**src/rtl/acorn_pkg.sv**
```systemverilog
// Shared constants for the ACORN state-update datapath: state width,
// default tag length, tag counter width and every state tap index.
// Also holds the two bitwise boolean helpers used by the step function.
package acorn_pkg;

    localparam int ACORN_STATE_BITS = 293;
    localparam int TAG_BITS_DEFAULT = 128;
    localparam int COUNT_BITS       = 8;

    // Six chained linear feedbacks, applied in this order:
    // S[LIN_DST[k]] ^= S[LIN_A[k]] ^ S[LIN_B[k]].
    localparam int LIN_STAGES = 6;
    localparam int LIN_DST [LIN_STAGES] = '{289, 230, 193, 154, 107, 61};
    localparam int LIN_A   [LIN_STAGES] = '{235, 196, 160, 111,  66, 23};
    localparam int LIN_B   [LIN_STAGES] = '{230, 193, 154, 107,  61,  0};

    // Keystream taps (read after the linear feedbacks).
    localparam int KS_T0    = 12;
    localparam int KS_T1    = 154;
    localparam int KS_MAJ_X = 235;
    localparam int KS_MAJ_Y = 61;
    localparam int KS_MAJ_Z = 193;
    localparam int KS_CH_X  = 230;
    localparam int KS_CH_Y  = 111;
    localparam int KS_CH_Z  = 66;

    // Nonlinear feedback taps.
    localparam int F_T0    = 0;
    localparam int F_T1    = 107;
    localparam int F_MAJ_X = 244;
    localparam int F_MAJ_Y = 23;
    localparam int F_MAJ_Z = 160;
    localparam int F_CA    = 196;

    function automatic logic maj(input logic x, input logic y, input logic z);
        return (x & y) ^ (x & z) ^ (y & z);
    endfunction

    function automatic logic ch(input logic x, input logic y, input logic z);
        return (x & y) ^ (~x & z);
    endfunction

endpackage

```
**src/rtl/acorn_state_update_if.sv**
```systemverilog
// Control/data bundle between the encryption controller (master) and the
// ACORN state-update block (slave).
interface acorn_state_update_if
    import acorn_pkg::*;
#(
    parameter int TAG_BITS = TAG_BITS_DEFAULT
) ();

    logic                clr;
    logic                step_en;
    logic                mbit_in;
    logic                ca_in;
    logic                cb_in;
    logic                ct_en;
    logic                tag_en;
    logic                dec_mode;
    logic                ct_bit;
    logic                ct_valid;
    logic [TAG_BITS-1:0] tag_out;
    logic                tag_valid;

    modport master (
        output clr, step_en, mbit_in, ca_in, cb_in, ct_en, tag_en, dec_mode,
        input  ct_bit, ct_valid, tag_out, tag_valid
    );

    modport slave (
        input  clr, step_en, mbit_in, ca_in, cb_in, ct_en, tag_en, dec_mode,
        output ct_bit, ct_valid, tag_out, tag_valid
    );

endinterface

```
**src/rtl/acorn_step_func.sv**
```systemverilog
// Purely combinational ACORN step: linear feedbacks, keystream bit,
// nonlinear feedback and the one-position shift toward S[0].
module acorn_step_func
    import acorn_pkg::*;
(
    input  logic [ACORN_STATE_BITS-1:0] i_state,
    input  logic                        i_mbit,
    input  logic                        i_ca,
    input  logic                        i_cb,
    input  logic                        i_dec,
    output logic                        o_ks,
    output logic [ACORN_STATE_BITS-1:0] o_next
);

    logic [ACORN_STATE_BITS-1:0] w_lin;
    logic                        w_m;
    logic                        w_f;

    // Chained linear update, then keystream and feedback from updated bits.
    always_comb begin
        // NOTE: blocking assignments here are deliberate -- each feedback
        // must see the result of the previous one, and every output gets a
        // value on every pass so no latch is inferred.
        w_lin = i_state;
        for (int k = 0; k < LIN_STAGES; k++) begin
            w_lin[LIN_DST[k]] = w_lin[LIN_DST[k]] ^ w_lin[LIN_A[k]] ^ w_lin[LIN_B[k]];
        end
        o_ks = w_lin[KS_T0] ^ w_lin[KS_T1]
             ^ maj(w_lin[KS_MAJ_X], w_lin[KS_MAJ_Y], w_lin[KS_MAJ_Z])
             ^ ch(w_lin[KS_CH_X], w_lin[KS_CH_Y], w_lin[KS_CH_Z]);
        // In decrypt the incoming bit is ciphertext; the state absorbs plaintext.
        w_m = i_dec ? (i_mbit ^ o_ks) : i_mbit;
        w_f = w_lin[F_T0] ^ ~w_lin[F_T1]
            ^ maj(w_lin[F_MAJ_X], w_lin[F_MAJ_Y], w_lin[F_MAJ_Z])
            ^ (i_ca & w_lin[F_CA]) ^ (i_cb & o_ks) ^ w_m;
        o_next = {w_f, w_lin[ACORN_STATE_BITS-1:1]};
    end

endmodule

```
**src/rtl/acorn_state_update.sv**
```systemverilog
// ACORN state register, ciphertext output and tag collector.
// Optional feature: define ACORN_STATE_DECRYPT_EN to honour dec_mode
// (absorb recovered plaintext during decryption); otherwise dec_mode is ignored.
module acorn_state_update
    import acorn_pkg::*;
#(
    parameter int TAG_BITS = TAG_BITS_DEFAULT
) (
    input  logic                 clk,
    input  logic                 rst_n,
    acorn_state_update_if.slave  bus
);

    localparam logic [COUNT_BITS-1:0] TAG_LAST  = COUNT_BITS'(TAG_BITS - 1);
    localparam logic [COUNT_BITS:0]   TAG_LIMIT = (COUNT_BITS + 1)'(TAG_BITS);

    logic [ACORN_STATE_BITS-1:0] r_state;
    logic [TAG_BITS-1:0]         r_tag;
    logic [COUNT_BITS-1:0]       r_count;
    logic                        r_ct_bit;
    logic                        r_ct_valid;
    logic                        r_tag_valid;

    logic [ACORN_STATE_BITS-1:0] w_next;
    logic                        w_ks;
    logic                        w_dec;
    logic                        w_tag_room;

`ifdef ACORN_STATE_DECRYPT_EN
    assign w_dec = bus.dec_mode & bus.ct_en;
`else
    assign w_dec = 1'b0;
`endif

    assign w_tag_room = {1'b0, r_count} < TAG_LIMIT;

    acorn_step_func u_step (
        .i_state (r_state),
        .i_mbit  (bus.mbit_in),
        .i_ca    (bus.ca_in),
        .i_cb    (bus.cb_in),
        .i_dec   (w_dec),
        .o_ks    (w_ks),
        .o_next  (w_next)
    );

    // State, ciphertext and tag registers; clr outranks step_en.
    always_ff @(posedge clk or negedge rst_n) begin
        // NOTE: non-blocking assignments for all flops so every register
        // samples the pre-edge values regardless of statement order.
        if (!rst_n) begin
            r_state     <= '0;
            r_tag       <= '0;
            r_count     <= '0;
            r_ct_bit    <= 1'b0;
            r_ct_valid  <= 1'b0;
            r_tag_valid <= 1'b0;
        end else if (bus.clr) begin
            r_state     <= '0;
            r_tag       <= '0;
            r_count     <= '0;
            r_ct_bit    <= 1'b0;
            r_ct_valid  <= 1'b0;
            r_tag_valid <= 1'b0;
        end else begin
            r_ct_valid <= 1'b0;
            if (bus.step_en) begin
                r_state <= w_next;
                // Tag phase wins over plaintext phase for the output strobe.
                if (bus.ct_en && !bus.tag_en) begin
                    r_ct_bit   <= bus.mbit_in ^ w_ks;
                    r_ct_valid <= 1'b1;
                end
                if (bus.tag_en && w_tag_room) begin
                    r_tag   <= {w_ks, r_tag[TAG_BITS-1:1]};
                    r_count <= r_count + 1'b1;
                    if (r_count == TAG_LAST) begin
                        r_tag_valid <= 1'b1;
                    end
                end
            end
        end
    end

    assign bus.ct_bit    = r_ct_bit;
    assign bus.ct_valid  = r_ct_valid;
    assign bus.tag_out   = r_tag;
    assign bus.tag_valid = r_tag_valid;

endmodule

```
**src/flat_wrapper.sv**
```systemverilog
// flat-port wrapper written by rule: the top's interface ports become plain ports
module acorn_state_update_flat import acorn_pkg::*;
#(
    parameter int TAG_BITS = TAG_BITS_DEFAULT
)
  (clk, rst_n, bus_clr, bus_step_en, bus_mbit_in, bus_ca_in, bus_cb_in, bus_ct_en, bus_tag_en, bus_dec_mode, bus_ct_bit, bus_ct_valid, bus_tag_out, bus_tag_valid);
  acorn_state_update_if #(.TAG_BITS(TAG_BITS)) bus_i ();
  input  logic clk;
  input  logic rst_n;
  input wire logic [$bits(bus_i.clr)-1:0] bus_clr;
  input wire logic [$bits(bus_i.step_en)-1:0] bus_step_en;
  input wire logic [$bits(bus_i.mbit_in)-1:0] bus_mbit_in;
  input wire logic [$bits(bus_i.ca_in)-1:0] bus_ca_in;
  input wire logic [$bits(bus_i.cb_in)-1:0] bus_cb_in;
  input wire logic [$bits(bus_i.ct_en)-1:0] bus_ct_en;
  input wire logic [$bits(bus_i.tag_en)-1:0] bus_tag_en;
  input wire logic [$bits(bus_i.dec_mode)-1:0] bus_dec_mode;
  output wire logic [$bits(bus_i.ct_bit)-1:0] bus_ct_bit;
  output wire logic [$bits(bus_i.ct_valid)-1:0] bus_ct_valid;
  output wire logic [$bits(bus_i.tag_out)-1:0] bus_tag_out;
  output wire logic [$bits(bus_i.tag_valid)-1:0] bus_tag_valid;
  assign bus_i.clr = bus_clr;
  assign bus_i.step_en = bus_step_en;
  assign bus_i.mbit_in = bus_mbit_in;
  assign bus_i.ca_in = bus_ca_in;
  assign bus_i.cb_in = bus_cb_in;
  assign bus_i.ct_en = bus_ct_en;
  assign bus_i.tag_en = bus_tag_en;
  assign bus_i.dec_mode = bus_dec_mode;
  assign bus_ct_bit = bus_i.ct_bit;
  assign bus_ct_valid = bus_i.ct_valid;
  assign bus_tag_out = bus_i.tag_out;
  assign bus_tag_valid = bus_i.tag_valid;
  acorn_state_update #(.TAG_BITS(TAG_BITS)) u_core (.clk(clk), .rst_n(rst_n), .bus(bus_i));
endmodule
```
**config.mk**
```make
export PLATFORM = sky130hd
export DESIGN_NAME = acorn_state_update_flat
export DESIGN_NICKNAME = d
export VERILOG_FILES = /design/src/rtl/acorn_pkg.sv /design/src/rtl/acorn_state_update_if.sv /design/src/rtl/acorn_step_func.sv /design/src/rtl/acorn_state_update.sv /design/src/flat_wrapper.sv
export SDC_FILE = /design/constraint.sdc
export NUM_CORES = 1
export LEC_CHECK = 0
export CORE_UTILIZATION = 40
export DETAILED_ROUTE_END_ITERATION = 10
export HOLD_SLACK_MARGIN = 0.02
export PLACE_DENSITY = 0.58
export SLEW_MARGIN = 20
export SYNTH_ARGS = -nofsm -noshare
export SYNTH_HDL_FRONTEND = slang
export SYNTH_SLANG_ARGS = --single-unit
export TNS_END_PERCENT = 100
```
**constraint.sdc**
```tcl
create_clock -name clk -period 4 [get_ports clk]
set_clock_uncertainty 0.2 [all_clocks]
set_input_delay 1.2 -clock clk [delete_from_list [all_inputs] [get_ports clk]]
set_output_delay 1.2 -clock clk [all_outputs]
set_load 0.01 [all_outputs]
```
# Yosys cells after proc, flatten, opt, wreduce, memory -nomap -nowiden
# Cells that the tools add are included.
[totals]
ram_bits = 0
n_memories = 0
word_cells = 75
register_bits = 432
output_inout_bits = 131
latch_bits = 0
in_bits = 10
romBits = 0
[op_classes]
mux = 18
order_cmp = 1
add_sub_neg = 1
n_mul = 0
n_div = 0
reduce_logical = 10
bitwise = 38
shifts = 0
eq_ne = 1
[op_table]
columns = ["operator", "n"]
rows = [
  ["293-bit 2-to-1 mux", 2],
  ["128-bit 2-to-1 mux", 3],
  ["1-bit XOR", 26],
  ["8-bit 2-to-1 mux", 3],
  ["1-bit bitwise AND", 10],
  ["1-bit 2-to-1 mux", 10],
  ["8-bit by 1-bit adder with 8-bit output (second input constant)", 1],
  ["8-bit by 7-bit == test with 1-bit output (second input constant)", 1],
  ["8-bit less-than comparator (second input constant)", 1],
  ["2-bit nonzero test", 4],
  ["2-bit AND reduction", 2],
  ["3-bit AND reduction", 1],
  ["1-bit logical AND", 2],
  ["1-bit inverter", 2],
  ["1-bit logical NOT", 1],
]

# Depth between registers and ports, before layout
# Gate-level depths: netlist of run 1.
[logic_depth]
ltp_word = 12
ltp_mapped = 7
mapped_depth_nobuf = 5

# Hierarchy
# A second synthesis of run 1 with hierarchy kept.
[unflattened]
hier_cells = 1866
area_unflattened_um2 = 19621.3
[modules_own_cells]
columns = ["mod", "seq_area_each_um2", "cells_each", "n_inst", "area_per_inst_um2"]
rows = [
  ["acorn_state_update", 10810.4, 1553, 1, 17192.7],
  ["acorn_step_func", 0.0, 313, 1, 2428.6],
]

# Worst setup path after synthesis of run 1
# Ideal clock, no wire load.
[synth_timing]
path_type = "input to register"
from = "input port bus_step_en"
to = "register u_core.r_tag[59], in the netlist u_core.bus.tag_out[59]"
setup_ns = 0.078
cell_stages = 7
required_ns = 3.722
path_buffers = 4
path_slack_ns = 1.284
t_arrival_ns = 2.438
cell_sequence = "buf_2 and3b_1 clkbuf_1 clkbuf_1 clkbuf_1 nand2_1 a21oi_1"
[synth_via]
elab_chain_len = 2
[synth_lines]
columns = ["element", "line", "text"]
rows = [
  ["start: declaration", "flat_wrapper.sv:11", "input wire logic [$bits(bus_i.step_en)-1:0] bus_step_en;"],
  ["2-bit nonzero test (no line)", "-", ""],
  ["2-bit AND reduction (no line)", "-", ""],
  ["end signal: assignment", "acorn_state_update.sv:75", "r_tag <= {w_ks, r_tag[TAG_BITS-1:1]};"],
  ["end: declaration", "acorn_state_update.sv:18", "logic [TAG_BITS-1:0] r_tag;"],
]
# Every way passes these cells.
# A chain may end at the register's enable or synchronous reset.

# Final worst setup path of run 1
[layout_timing]
from = "register u_core.r_tag[66], in the netlist u_core.bus.tag_out[66]"
to = "output port bus_tag_out[66]"
[layout_rtl]
columns = ["element", "line", "text"]
rows = [
  ["end: declaration", "flat_wrapper.sv:20", "output wire logic [$bits(bus_i.tag_out)-1:0] bus_tag_out;"],
]
# No word-level cell between the ends.

==> results.md, run 1 <==
- Slew @ Worst Pin: 0.754 ns
- CP Depth: 1
- Commonest non-fill, non-tap cells in the layout: dfrtp_1 (432), nor2_1 (302), mux2i_1 (292), nand2_1 (259), clkdlybuf4s50_1 (136)
- Yosys warns: 0
- Post-Syn Nets: 1590
- Mapped Cells: 1579
- FILL cells: 3990
- Starting Density: 0.405
- Routability cong.: 0.736
- Core area: 0.0430 mm²
- Fin cells: 2290
- Crit path max-delay family: buffers and inverters
- R2R depth: 4
- Drt pass-1 iters: 5
- Hold Crit Depth: 2
- Crit path from: u_core.bus.tag_out[66]$_DFFE_PN0P_
- R2r setup slk: 1.66 ns
- Die area: 0.0443 mm²
- # setup viols final: 0
- Hold WC Path Type: reg2reg
- Min cycle time layout: 2.98 ns
- Area Overhead vs Synth: 19.8%
- Cell Area, Synth: 0.0174 mm²
- Number of max-cap violations: 0
- Worst-path maximum fanout: 3
- Crit path max-delay cell type: clkdlybuf4s50_1
- Part of the cycle the worst path needs: 0.744
- Rel. slew slack: 0.497
- CTS Buffer Depth: 3
- Pwr dens: 421 mW/mm²
- #FFs+latches synth: 432
- Htree depth: 2
- Largest net degree at the start of global routing: 131
- Routed length per instance: 14.4 µm
- Routed vias: 11012
- PnR worst setup slack: 1.02 ns
- # port buffers: 139
- Post-Place Setup Slack: 0.872 ns
- Reg2Reg Launch Point: u_core.r_state[230]$_DFFE_PN0P_
- DRC violations left: 0
- Vias in the first global route: 10972
- Fmax: 0.336 GHz
- DP Wirelength: 18600 µm
- Crit Reg-Reg Endpoint: u_core.r_state[292]$_DFFE_PN0P_
- Diodes inserted: 0
- I/O Pins: 141
- Critical Path End: bus_tag_out[66]
- Avg Inst Size Synth: 11.0 µm²
- Fin. Hold Viols: 0
- Worst VDD drop: 0.000358 V
- Sequence of cells on the critical path: clkdlybuf4s50_1
- Hold-fix buffers, CTS: 0
- Pleak: 9.86 nW
- Yosys top cell by area: dfrtp_1
- # rows: 76
- Post-CTS setup buffers: 0
- Post-synthesis async set-or-reset flop share: 1.00
- Clock-pin slew on the worst setup and hold paths: 0.06 ns
- Fin Setup TNS: 0 ns
- CTS tree: yes
- Ys flop type: dfrtp_1
- Root buffer cell: clkbuf_16
- Synth area leaders: dfrtp_1 (62%), mux2i_1 (17%), nor2_1 (6.5%), nand2_1 (5.6%), a21oi_1 (3.7%)
- Initial antenna violation count: 0
- Routed Antenna Nets: 0
- DR iter-0 viols: 645
- Vias per cell: 4.81
- CP max stage delay: 0.59 ns
- Die H: 211 µm
- Total Power: 8.77 mW
- Final Slew Violations: 0
- Top cell type's share of synthesized area: 0.622
- Clock buffer count from CTS: 46
- Nets@finish: 1686
- RSZ-0062 raised after global routing: no
- DIE WIDTH: 211 µm
- Share of layout cells above drive strength 1: 0.0475
- CP Data Required Time: 2.60 ns
- CP Capture Type: primary output
- Routed wire length: 32900 µm
- Commonest non-fill, non-tap cell in the layout: dfrtp_1
- Grt ovf: 0
- Number of enable flip-flop cells after synthesis: 0
- Worst skew pair latency: 0.58 ns
- Status: finished, final reports clean
- Cts repair resizes: 0
- Startpoint types: register
- Sequential area share after synthesis: 0.622
- Crit path buf inv count: 1
- Crit path arrival time: 1.58 ns
- Synth unique cells: 32
- Gr usage total: 0.153
- Crit path kind: reg2out
- Clock net sink count: 432
- Global-route wire length before repair: 56300 µm
- Placed cell count: 2212
cell families (layout without fill, tap and decap cells):
logic type	Yosys count	count (layout)	synth area share
buf+inv	116	242	0.0254
simple gates	580	580	0.128
fa+ha+maj	3	3	0.00187
mux	293	293	0.169
xor+xnor	18	18	0.0139
compound gates	137	137	0.0406
flops	432	432	0.622
synth_stat cells (3+ instances only):
library cell and number:
nor2b_1 5, nand2_1 259, buf_1 33, nor3_1 3, xnor3_1 5, mux2i_1 292, inv_1 6, dfrtp_1 432
a21oi_1 130, xnor2_1 10, clkbuf_1 74, nor2_1 302
power breakdown:
group / leakage (nW) / total [mW] / internal (mW) / switching (mW)
Sequential: 6.04 / 4.38 / 4.38 / 0.00308
Combinational: 3.15 / 0.380 / 0.105 / 0.276
Clock: 0.682 / 4.01 / 2.36 / 1.66
tightest hold or removal path: stages, from the launching register on:
cell and delay [ns]:
dfrtp_1 0.34, nor2_1 0.05, nor2_1 0.07
per-stage QoR:
| stage | instance area (µm²) | hold slack, ns | util |
|---|---|---|---|
| floorplan | 17400 | 0.286 | - |
| global placement | 19400 | 0.288 | 0.452 |
| detailed placement | 19400 | 0.297 | 0.452 |
| CTS | 20800 | 0.307 | 0.485 |
| global route | 20800 | 0.333 | 0.485 |
| finish | 20800 | 0.305 | 0.485 |
layout make-up:
| class | instances | area (µm²) | share of cell area |
|---|---|---|---|
| Inverter | 6 | 22.5 | 0.00108 |
| Tap cell | 585 | 732 | 0.0351 |
| Clock inverter | 3 | 62.6 | 0.00300 |
| Multi-Input combinational cell | 1031 | 6140 | 0.295 |
| Timing Repair Buffer | 158 | 1710 | 0.0822 |
| Clock buffer | 75 | 1350 | 0.0649 |
| Sequential cell | 432 | 10800 | 0.519 |
state kept, by name (all words and copies together) (netlist names):
signal                count
u_core.bus.ct_bit         1
u_core.bus.ct_valid       1
u_core.bus.tag_out      128
u_core.bus.tag_valid      1
u_core.r_count            8
u_core.r_state          293
metal layers:
| layer | wire length (µm) | global-route usage | vias to the layer above | part of all wire |
|---|---|---|---|---|
| met2 | 14000 | 0.217 | 197 | 0.43 |
| met4 | 739 | 0.0555 | 0 | 0.022 |
| met5 | 0 | 0 | - | 0 |
| met1 | 15300 | 0.210 | 5361 | 0.46 |
| li1 | - | - | 5399 | - |
| met3 | 2900 | 0.0630 | 55 | 0.088 |
worst min path at each step:
stage / startpoint / to
6_report: u_core.bus.tag_valid$_DFFE_PN0P_ / u_core.bus.tag_valid$_DFFE_PN0P_
5_1_grt: u_core.r_state[234]$_DFFE_PN0P_ / u_core.r_state[234]$_DFFE_PN0P_
4_1_cts: u_core.r_state[169]$_DFFE_PN0P_ / u_core.r_state[168]$_DFFE_PN0P_
3_5_place_dp: u_core.bus.tag_valid$_DFFE_PN0P_ / u_core.bus.tag_valid$_DFFE_PN0P_
3_3_place_gp: u_core.bus.tag_valid$_DFFE_PN0P_ / u_core.bus.tag_valid$_DFFE_PN0P_
2_1_floorplan: u_core.r_state[100]$_DFFE_PN0P_ / u_core.r_state[100]$_DFFE_PN0P_
No activity file was read; power rests on OpenSTA's default activity.
==> run 2: changes to the inputs <==
--- a/config.mk
+++ b/config.mk
@@ -8,7 +8,7 @@
 export CORE_UTILIZATION = 40
 export DETAILED_ROUTE_END_ITERATION = 10
 export HOLD_SLACK_MARGIN = 0.02
-export PLACE_DENSITY = 0.58
+export PLACE_DENSITY = 0.61
 export SLEW_MARGIN = 20
 export SYNTH_ARGS = -nofsm -noshare
 export SYNTH_HDL_FRONTEND = slang
==> constraint.sdc (replaced) <==
create_clock -name clk -period 2.7 [get_ports clk]
set_clock_uncertainty 0.2 [all_clocks]
set_input_delay 0.81 -clock clk [delete_from_list [all_inputs] [get_ports clk]]
set_output_delay 0.81 -clock clk [all_outputs]
set_load 0.01 [all_outputs]
==> results.md, run 2 (same netlist as run 1, synthesis figures left out) <==
- CP Depth: 1 (unchanged)
- Routed vias: 11204 (was 11012)
- RSZ-0062 raised after global routing: no (unchanged)
- Register area: 0.0108 mm² (unchanged)
- Diodes inserted: 0 (unchanged)
- Slew @ Worst Pin: 0.679 ns (was 0.754 ns)
- CTS tree: yes (unchanged)
- Vias per cell: 4.83 (was 4.81)
- Met2 Resource Use GR: 0.239 (was 0.217)
- Share of layout cells above drive strength 1: 0.0703 (was 0.0475)
- Core area: 0.0430 mm² (unchanged)
- Routed length per instance: 14.6 µm (was 14.4 µm)
- Fin Setup TNS: 0 ns (unchanged)
- Grt ovf: 0 (unchanged)
- Vias in the first global route: 11479 (was 10972)
- Pwr dens: 643 mW/mm² (was 421 mW/mm²)
- Clock buffer count from CTS: 46 (unchanged)
- Starting Density: 0.405 (unchanged)
- CP max stage delay: 0.60 ns (was 0.59 ns)
- # rows: 76 (unchanged)
- Hold WC Path Type: reg2reg (unchanged)
- DP Wirelength: 20200 µm (was 18600 µm)
- Multi-input logic area: 0.00614 mm² (unchanged)
- Crit path buf inv count: 1 (unchanged)
- Area after DPL: 0.0198 mm² (was 0.0194 mm²)
- R2R depth: 4 (unchanged)
- Clock-pin slew on the worst setup and hold paths: 0.06 ns (about the same)
- Htree depth: 2 (unchanged)
- CTS Buffer Depth: 3 (unchanged)
- Cts repair resizes: 0 (unchanged)
- Commonest non-fill, non-tap cell in the layout: dfrtp_1 (unchanged)
- Drt pass-1 iters: 4 (was 5)
- Number of max-cap violations: 0 (unchanged)
- CP Capture Type: primary output (unchanged)
- Clock net sink count: 432 (unchanged)
- Die H: 211 µm (unchanged)
- Largest register FFs: 293 (unchanged)
- Initial antenna violation count: 1 (was 0)
- CP Data Required Time: 1.69 ns (was 2.60 ns)
- Startpoint types: register (unchanged)
- Hold Crit Depth: 2 (unchanged)
- Status: finished, final reports clean (unchanged)
- Met1 Resource Use GR: 0.209 (was 0.210)
- Routed Antenna Nets: 0 (unchanged)
- Most flops, register: u_core.r_state (unchanged)
- GR Util met3: 0.0626 (was 0.0630)
- Crit path kind: reg2out (unchanged)
- DRC violations left: 0 (unchanged)
- Rel. slew slack: 0.548 (was 0.497)
- Worst skew pair latency: 0.57 ns (was 0.58 ns)
- Commonest non-fill, non-tap cells in the layout: dfrtp_1 (432), nor2_1 (302), mux2i_1 (292), nand2_1 (259), clkdlybuf4s50_1 (136) (unchanged)
- Gr usage total: 0.158 (was 0.153)
- Nets@finish: 1710 (was 1686)
- I/O Pins: 141 (unchanged)
- FILL cells: 3928 (was 3990)
- Part of the cycle the worst path needs: 0.956
- DIE WIDTH: 211 µm (unchanged)
- Area Overhead vs Synth: 22.9% (was 19.8%)
- # port buffers: 139 (unchanged)
- Crit path arrival time: 1.57 ns (was 1.58 ns)
- Min cycle time layout: 2.58 ns
- Final Slew Violations: 0 (unchanged)
- Die area: 0.0443 mm² (unchanged)
- DR iter-0 viols: 610 (was 645)
- # setup viols final: 0 (unchanged)
- Cell area after layout: 0.0214 mm² (was 0.0208 mm²)
- Routability cong.: 0.737 (was 0.736)
- Top Usage Layer GRT: met2 (unchanged)
- Crit path max-delay family: buffers and inverters (unchanged)
- Routed wire length: 33800 µm (was 32900 µm)
- Largest net degree at the start of global routing: 115 (was 131)
- Fmax: 0.388 GHz
- Fin. Hold Viols: 0 (unchanged)
- Worst-path maximum fanout: 3 (unchanged)
- Root buffer cell: clkbuf_16 (unchanged)
- Crit path max-delay cell type: clkdlybuf4s50_1 (unchanged)
- Sequence of cells on the critical path: clkdlybuf4s50_1 (unchanged)
- Global-route wire length before repair: 58000 µm (was 56300 µm)
- Worst VDD drop: 0.000433 V (was 0.000358 V)
- Pleak: 10.2 nW (was 9.86 nW)
[run 2: metrics by stage]
step / power (mW) / hold slack (ns) / utilization / cells / worst slack (ns)
floorplan: 6.94 / 0.286 / - / 1579 / 0.374
global placement: 7.24 / 0.286 / 0.460 / 2235 / 0.00781
detailed placement: 7.24 / 0.294 / 0.460 / 2235 / 0.00772
CTS: 14.0 / 0.320 / 0.497 / 2320 / 0.0613
global route: 14.3 / 0.334 / 0.497 / 2320 / 0.0386
finish: 13.8 / 0.314 / 0.497 / 2320 / 0.120
[run 2: final cells by class]
cell class / instances / share of cell area
well taps: 585 / 0.0342
multi-input cells: 1031 / 0.287
clock inverters: 19 / 0.0129
repair buffers: 182 / 0.0962
flip-flops and latches: 432 / 0.506
inverters: 6 / 0.00105
clock buffers: 65 / 0.0624
[run 2: final timing paths]
check,to,slack (ns),startpoint
max,bus_tag_out[107],0.12,u_core.bus.tag_out[107]$_DFFE_PN0P_
max reg2reg,u_core.r_state[292]$_DFFE_PN0P_,0.38,u_core.r_state[230]$_DFFE_PN0P_
min,u_core.r_state[244]$_DFFE_PN0P_,0.31,u_core.r_state[245]$_DFFE_PN0P_
min in group asynchronous,u_core.r_state[124]$_DFFE_PN0P_,0.53,rst_n
max in group asynchronous,u_core.bus.tag_out[110]$_DFFE_PN0P_,1.01,rst_n
min reg2reg,u_core.r_state[244]$_DFFE_PN0P_,0.31,u_core.r_state[245]$_DFFE_PN0P_
[run 2: where the power goes]
| group | leakage [nW] | total, mW | switching (mW) | internal (mW) |
|---|---|---|---|---|
| Clock | 0.797 | 6.65 | 2.54 | 4.11 |
| Combinational | 3.32 | 0.620 | 0.420 | 0.200 |
| Sequential | 6.04 | 6.49 | 0.00471 | 6.48 |
| Total | 10.2 | 13.8 | 2.96 | 10.8 |
[run 2: timing repair]
item | 4_1_cts | 5_1_grt
hold endpoints to repair | 27 | 0
setup buffers | 0 | 0
hold buffers | 1 | 0
[run 2: metal layers]
metal,wire length [µm],vias up
li1,-,5428
met1,15200,5521
met2,15000,204
met3,2900,49
met4,652,2
met5,13,-
